==> config.mk <==
export PLATFORM = sky130hd
export DESIGN_NAME = vm2_qbus_master
export DESIGN_NICKNAME = d
export VERILOG_FILES = /design/src/rtl/vm2_qbus_pkg.sv /design/src/rtl/vm2_qbus_sync2.sv /design/src/rtl/vm2_qbus_master.sv
export SDC_FILE = /design/constraint.sdc
export NUM_CORES = 1
export LEC_CHECK = 0
export ABC_AREA = 0
export CORE_AREA = 2 2 111 113
export DETAILED_ROUTE_END_ITERATION = 6
export DIE_AREA = 0 0 113 115
export HOLD_SLACK_MARGIN = 0.15
export PLACE_DENSITY_LB_ADDON = 0.1
export SLEW_MARGIN = 25
export SYNTH_ARGS = -nofsm -noshare
export SYNTH_HDL_FRONTEND = slang
export SYNTH_SLANG_ARGS = --single-unit
export TNS_END_PERCENT = 30
==> constraint.sdc <==
create_clock -name vm_clk_p -period 2.5 [get_ports vm_clk_p]
set_input_delay 0.25 -clock vm_clk_p [delete_from_list [all_inputs] [get_ports vm_clk_p]]
set_output_delay 0.25 -clock vm_clk_p [all_outputs]
set_load 0.005 [all_outputs]
==> src/rtl/vm2_qbus_pkg.sv <==
// Shared definitions for the Q-bus master bridge: FSM states and default bus timing.
package vm2_qbus_pkg;

    typedef enum logic [3:0] {
        StIdle,
        StAddr,
        StAsync,
        StRdin,
        StWdat,
        StWdout,
        StRlse,
        StNrply,
        StDone,
        StIack
    } qb_state_e;

    localparam int unsigned TAsuDef = 2;
    localparam int unsigned TAhdDef = 2;
    localparam int unsigned TDsuDef = 2;
    localparam int unsigned TmoDef  = 255;

    // Addresses in the top 8 KB select the I/O page.
    function automatic logic is_bs7(input logic [15:0] adr);
        return adr[15:13] == 3'b111;
    endfunction

endpackage

==> src/rtl/vm2_qbus_sync2.sv <==
// Two-flop synchronizer for asynchronous Q-bus inputs, cleared by the synchronous reset.
module qbus_sync2 #(
    parameter int unsigned Width = 1
) (
    input  logic             vm_clk_p,
    input  logic             vm_rst_n,
    input  logic [Width-1:0] d_i,
    output logic [Width-1:0] q_o
);

    logic [Width-1:0] meta_q;
    logic [Width-1:0] sync_q;

    always_ff @(posedge vm_clk_p) begin
        if (!vm_rst_n) begin
            meta_q <= '0;
            sync_q <= '0;
        end else begin
            meta_q <= d_i;
            sync_q <= meta_q;
        end
    end

    assign q_o = sync_q;

endmodule

==> src/rtl/vm2_qbus_master.sv <==
// Wishbone slave to Q-bus master bridge: runs DATI/DATO/DATOB and IAK cycles with RPLY timeout.
module vm2_qbus_master
    import vm2_qbus_pkg::*;
#(
    parameter int unsigned T_ASU = TAsuDef,
    parameter int unsigned T_AHD = TAhdDef,
    parameter int unsigned T_DSU = TDsuDef,
    parameter int unsigned TMO   = TmoDef
) (
    input  logic        vm_clk_p,
    input  logic        vm_rst_n,
    input  logic [15:0] wbs_adr_i,
    input  logic [15:0] wbs_dat_i,
    output logic [15:0] wbs_dat_o,
    input  logic [1:0]  wbs_sel_i,
    input  logic        wbs_cyc_i,
    input  logic        wbs_stb_i,
    input  logic        wbs_we_i,
    output logic        wbs_ack_o,
    output logic        wbs_err_o,
    input  logic        wbi_stb_i,
    output logic [15:0] wbi_dat_o,
    output logic        wbi_ack_o,
    output logic [15:0] qb_ad_o,
    output logic        qb_ad_oe,
    input  logic [15:0] qb_ad_i,
    output logic        qb_sync_o,
    output logic        qb_din_o,
    output logic        qb_dout_o,
    output logic        qb_wtbt_o,
    output logic        qb_bs7_o,
    output logic        qb_iako_o,
    input  logic        qb_rply_i
);

    localparam logic [7:0] AsuLast = 8'(T_ASU - 1);
    localparam logic [7:0] AhdLast = 8'(T_AHD - 1);
    localparam logic [7:0] DsuLast = 8'(T_DSU - 1);
    localparam logic [7:0] TmoLast = 8'(TMO - 1);

    logic        rply_s;
    logic [15:0] ad_s;

    qbus_sync2 #(.Width(1)) u_sync_rply (
        .vm_clk_p (vm_clk_p),
        .vm_rst_n (vm_rst_n),
        .d_i      (qb_rply_i),
        .q_o      (rply_s)
    );

    qbus_sync2 #(.Width(16)) u_sync_ad (
        .vm_clk_p (vm_clk_p),
        .vm_rst_n (vm_rst_n),
        .d_i      (qb_ad_i),
        .q_o      (ad_s)
    );

    qb_state_e   state_q, state_d;
    logic [7:0]  cnt_q, cnt_d;
    logic [15:0] ad_q, ad_d, wdat_q, wdat_d, rdat_q, rdat_d, vec_q, vec_d;
    logic        ad_oe_q, ad_oe_d, sync_q, sync_d, din_q, din_d, dout_q, dout_d;
    logic        wtbt_q, wtbt_d, bs7_q, bs7_d, iako_q, iako_d;
    logic        ack_q, ack_d, err_q, err_d, iack_ack_q, iack_ack_d;
    logic        we_q, we_d, byte_q, byte_d, is_data_q, is_data_d, cyc_ok_q, cyc_ok_d;
    logic        timeout;
    logic        idle_free;
    logic [15:0] req_adr;
    logic        unused_adr0;

    assign unused_adr0 = wbs_adr_i[0];
    assign req_adr     = {wbs_adr_i[15:1], wbs_sel_i == 2'b10};
    // Hold off while a completion pulse is still visible so the master can drop stb.
    assign idle_free   = !(ack_q || err_q || iack_ack_q);

    always_comb begin
        state_d    = state_q;
        cnt_d      = cnt_q;
        ad_d       = ad_q;
        ad_oe_d    = ad_oe_q;
        sync_d     = sync_q;
        din_d      = din_q;
        dout_d     = dout_q;
        wtbt_d     = wtbt_q;
        bs7_d      = bs7_q;
        iako_d     = iako_q;
        ack_d      = 1'b0;
        err_d      = 1'b0;
        iack_ack_d = 1'b0;
        rdat_d     = rdat_q;
        vec_d      = vec_q;
        wdat_d     = wdat_q;
        we_d       = we_q;
        byte_d     = byte_q;
        is_data_d  = is_data_q;
        cyc_ok_d   = cyc_ok_q & wbs_cyc_i;
        timeout    = 1'b0;

        case (state_q)
            StIdle: begin
                if (idle_free && wbs_cyc_i && wbs_stb_i) begin
                    state_d   = StAddr;
                    cnt_d     = '0;
                    ad_d      = req_adr;
                    ad_oe_d   = 1'b1;
                    wtbt_d    = wbs_we_i;
                    bs7_d     = is_bs7(req_adr);
                    wdat_d    = wbs_dat_i;
                    we_d      = wbs_we_i;
                    byte_d    = (wbs_sel_i != 2'b11);
                    is_data_d = 1'b1;
                    cyc_ok_d  = 1'b1;
                end else if (idle_free && wbi_stb_i) begin
                    state_d   = StIack;
                    cnt_d     = '0;
                    din_d     = 1'b1;
                    iako_d    = 1'b0;
                    is_data_d = 1'b0;
                end
            end
            StAddr: begin
                if (cnt_q == AsuLast) begin
                    state_d = StAsync;
                    cnt_d   = '0;
                    sync_d  = 1'b1;
                end else begin
                    cnt_d = cnt_q + 8'd1;
                end
            end
            StAsync: begin
                if (cnt_q == AhdLast) begin
                    cnt_d = '0;
                    if (we_q) begin
                        state_d = StWdat;
                        ad_d    = wdat_q;
                        wtbt_d  = byte_q;
                    end else begin
                        state_d = StRdin;
                        ad_oe_d = 1'b0;
                        wtbt_d  = 1'b0;
                        din_d   = 1'b1;
                    end
                end else begin
                    cnt_d = cnt_q + 8'd1;
                end
            end
            StWdat: begin
                if (cnt_q == DsuLast) begin
                    state_d = StWdout;
                    cnt_d   = '0;
                    dout_d  = 1'b1;
                end else begin
                    cnt_d = cnt_q + 8'd1;
                end
            end
            StRdin, StWdout: begin
                if (rply_s) begin
                    state_d = StNrply;
                    din_d   = 1'b0;
                    dout_d  = 1'b0;
                    if (state_q == StRdin) rdat_d = ad_s;
                end else if (cnt_q == TmoLast) begin
                    timeout = 1'b1;
                end else begin
                    cnt_d = cnt_q + 8'd1;
                end
            end
            StIack: begin
                if (!iako_q) begin
                    if (cnt_q == AsuLast) begin
                        iako_d = 1'b1;
                        cnt_d  = '0;
                    end else begin
                        cnt_d = cnt_q + 8'd1;
                    end
                end else if (rply_s) begin
                    state_d = StNrply;
                    vec_d   = ad_s;
                    din_d   = 1'b0;
                    iako_d  = 1'b0;
                end else if (cnt_q == TmoLast) begin
                    timeout = 1'b1;
                end else begin
                    cnt_d = cnt_q + 8'd1;
                end
            end
            StNrply: begin
                if (!rply_s) begin
                    state_d    = StDone;
                    sync_d     = 1'b0;
                    ad_oe_d    = 1'b0;
                    wtbt_d     = 1'b0;
                    bs7_d      = 1'b0;
                    ack_d      = is_data_q & cyc_ok_d;
                    iack_ack_d = !is_data_q;
                end
            end
            StDone:  state_d = StIdle;
            default: state_d = StIdle;
        endcase

        if (timeout) begin
            state_d    = StIdle;
            sync_d     = 1'b0;
            din_d      = 1'b0;
            dout_d     = 1'b0;
            iako_d     = 1'b0;
            ad_oe_d    = 1'b0;
            wtbt_d     = 1'b0;
            bs7_d      = 1'b0;
            err_d      = is_data_q & cyc_ok_d;
            iack_ack_d = !is_data_q;
            if (!is_data_q) vec_d = '0;
        end
    end

    always_ff @(posedge vm_clk_p) begin
        if (!vm_rst_n) begin
            state_q    <= StIdle;
            cnt_q      <= '0;
            ad_q       <= '0;
            ad_oe_q    <= 1'b0;
            sync_q     <= 1'b0;
            din_q      <= 1'b0;
            dout_q     <= 1'b0;
            wtbt_q     <= 1'b0;
            bs7_q      <= 1'b0;
            iako_q     <= 1'b0;
            ack_q      <= 1'b0;
            err_q      <= 1'b0;
            iack_ack_q <= 1'b0;
            rdat_q     <= '0;
            vec_q      <= '0;
            wdat_q     <= '0;
            we_q       <= 1'b0;
            byte_q     <= 1'b0;
            is_data_q  <= 1'b0;
            cyc_ok_q   <= 1'b0;
        end else begin
            state_q    <= state_d;
            cnt_q      <= cnt_d;
            ad_q       <= ad_d;
            ad_oe_q    <= ad_oe_d;
            sync_q     <= sync_d;
            din_q      <= din_d;
            dout_q     <= dout_d;
            wtbt_q     <= wtbt_d;
            bs7_q      <= bs7_d;
            iako_q     <= iako_d;
            ack_q      <= ack_d;
            err_q      <= err_d;
            iack_ack_q <= iack_ack_d;
            rdat_q     <= rdat_d;
            vec_q      <= vec_d;
            wdat_q     <= wdat_d;
            we_q       <= we_d;
            byte_q     <= byte_d;
            is_data_q  <= is_data_d;
            cyc_ok_q   <= cyc_ok_d;
        end
    end

    assign wbs_dat_o = rdat_q;
    assign wbs_ack_o = ack_q;
    assign wbs_err_o = err_q;
    assign wbi_dat_o = vec_q;
    assign wbi_ack_o = iack_ack_q;
    assign qb_ad_o   = ad_q;
    assign qb_ad_oe  = ad_oe_q;
    assign qb_sync_o = sync_q;
    assign qb_din_o  = din_q;
    assign qb_dout_o = dout_q;
    assign qb_wtbt_o = wtbt_q;
    assign qb_bs7_o  = bs7_q;
    assign qb_iako_o = iako_q;

endmodule

==> results.toml <==
[critical_path]
critPathArrivalTime_ps = 2640
cp.required_ps = 2830
crit_fanout = 32
regToRegSetupSlack_ps = 190
crit_type = "flip-flop to flip-flop"
worstReg2RegEnd = "qb_ad_o[13]"
cp-end-kind = "flip-flop"
startpoint_type = "flip-flop"
reg2regPathDepth = 6
worstReg2RegStart = "state_q[2]"
crit_start = "state_q[2]"

[cts]
clk_path_buf_depth = 2
cts-resized-gates = 0
cts_tree = "done"
post_cts_buffers = 0
clk_pin_slew_ps = 50
clock-sinks = 124
cts_buffers = 17
htree_levels = 4
root_buffer = "clkbuf_16"
ctsHoldBuffers = 0
clk-insertion-delay-late_ps = 420

[placement]
gp_congestion = 0.847
hpwlAfterDp_mm = 9.28
io_buffer_count = 113
pre_cts_slack_ps = 251

[timing]
setup_tns_ps = 0
setup-violations-final = 0
hold_viol_final = 0
worst_slack_ps = 189
tightest_slew_ps = 611
fin_worst_skew_ps = 6.05
finalMaxSlewViolations = 0
clock.fmax_mhz = 433
rsz0062_at_grt = "false"
min_period_over_period_pct = 92.4
layout_min_cycle_time_ps = 2310
relSlewSlack_pct = 59.2

[job]
maxCapViolCount = 0

[power]
vdd_drop_max_mv = 0.457
power_density_nw_per_um2 = 918
leakagePower_nw = 2.55

[hold_path]
hp-start = "wbs_dat_i[11]"
hold-path-endpoint = "wdat_q[11]"
hold_path_depth = 3
hp-class = "input pin to flip-flop"

[layout]
nNetsFinal = 744
diodes = 0
layout_commonest_cell = "dfxtp_1"
final_cell_mix = "dfxtp_1, clkdlybuf4s50_1, nand2_1"
syn_to_final_growth_pct = 36.8
drive_above_1_share_pct = 12.8

[logic_synthesis]
synth_top_area_cell = "dfxtp_1"
yosysUniqueCellTypes = 65
syn_area_um2 = 5200
synth_top_area_share_pct = 47.8
async_flop_share_pct = 0
synth_edf_count = 0
syn_inst = 572
synth_area_leaders = "dfxtp_1, nand2_1, a21oi_1"
synth_area_per_cell_um2 = 9.09
yosys_warnings = 0
synth_top_flop_cell = "dfxtp_1"
ys_seq_area_share_pct = 47.8
syn-num-nets = 632
synth-seq-cells = 124

[floorplanning]
ios = 115
fp.dieArea_um2 = 13000
initial_core_util_pct = 44.0
die_h_um = 115
coreArea_um2 = 11800
fp.dieW_um = 113
num_rows = 40

[grt]
antenna_found_initial = 0
track_usage_pct = 21.5
grt_pass1_vias = 4390
grt_pass1_wl_mm = 21.8
grt_max_degree = 33
grt-ovfl-total = 0

[routing]
drc = 9
drt_wl_total_mm = 13.5
drt-pass1-iter-count = 7
viasPerCell = 5.31
drt_iter0_drc = 351
antenna_left = 0
post_drt_wl_per_cell_um = 16.0
vias = 4485

[status]
violations = "design-rule violations"
status = "complete, but fails checks"
[area by class of cell]
cell class                 count  area, µm²
clock inverter                12        160
sequential                   124       2480
timing repair buffer         135       1350
multi-input combinational    398       2450
tap                          147        184
clock buffer                  20        457
fill                        1043       4700
inverter                       8       30.0
[logic make-up after synthesis]
kind of cell / synth area share, %
mux: 3.08
buf+inv: 5.06
xor+xnor: 0.674
fa+ha+maj: 0.722
compound gates: 20.1
flops: 47.8
simple gates: 22.6
[where the power goes]
part | switching [mW] | internal (mW)
Sequential | 0.170 | 2.14
Combinational | 0.874 | 0.814
Clock | 0.906 | 1.63
Total | 1.95 | 4.58
[state kept, by name, indices dropped and copies added (netlist names), 4 cells and up]
signal,count
qb_ad_o,16
u_sync_ad.meta_q,16
u_sync_ad.q_o,16
wbi_dat_o,16
wbs_dat_o,16
wdat_q,16
cnt_q,8
state_q,4
[worst max-delay path: stages (launching register included)]
cell and delay (ps):
dfxtp_1 490, buf_4 250, or4_4 510, nor3_2 250, a21o_4 370, nor2_1 120
a211oi_2 210
[how the worst max path moves through the flow]
stage | endpoint | cells past startpoint
6_report | qb_ad_o[13] | 6
5_1_grt | qb_ad_o[13] | 6
4_1_cts | qb_ad_o[13] | 6
3_5_place_dp | qb_ad_o[7] | 6
3_3_place_gp | qb_ad_o[5] | 6
2_1_floorplan | cnt_q[2] | 7
[stage by stage]
step	util [%]	cells	area, µm²	total power [mW]	hold WS [ps]
floorplan	-	572	5200	3.48	359
CTS	60.2	844	7110	6.57	373
detailed placement	55.0	812	6490	4.02	417
finish	60.2	844	7110	6.53	387
global route	60.2	844	7110	6.84	392
global placement	55.0	812	6490	3.98	415
[metal layers]
layer	wire length (µm)	track usage, %
met1	6200	27.5
met2	6200	34.6
met3	913	5.90
met4	214	9.02
met5	0	0
[synth_stat cells (2+ instances only)]
cell      number
dfxtp_1      124
nand2_1      109
a21oi_1       73
and2_1        36
nor2_1        26
clkbuf_1      21
a211oi_2      17
mux2i_1       16
o21ai_0       13
a211oi_1       9
buf_2          9
buf_4          7
inv_1          7
a311oi_1       6
and3_1         6
nor3_1         6
buf_6          5
nand3_1        5
nor2b_1        5
nor3b_1        4
a31oi_1        3
ha_1           3
nand4_1        3
nor4b_1        3
or3_4          3
xor2_1         3
a211o_1        2
a221oi_2       2
a22oi_1        2
and2_4         2
and4_1         2
o21a_1         2
o22ai_1        2
o31ai_1        2
or2_1          2
or3_1          2
or4_4          2
Note: power is estimated with default switching activity, not from simulation.
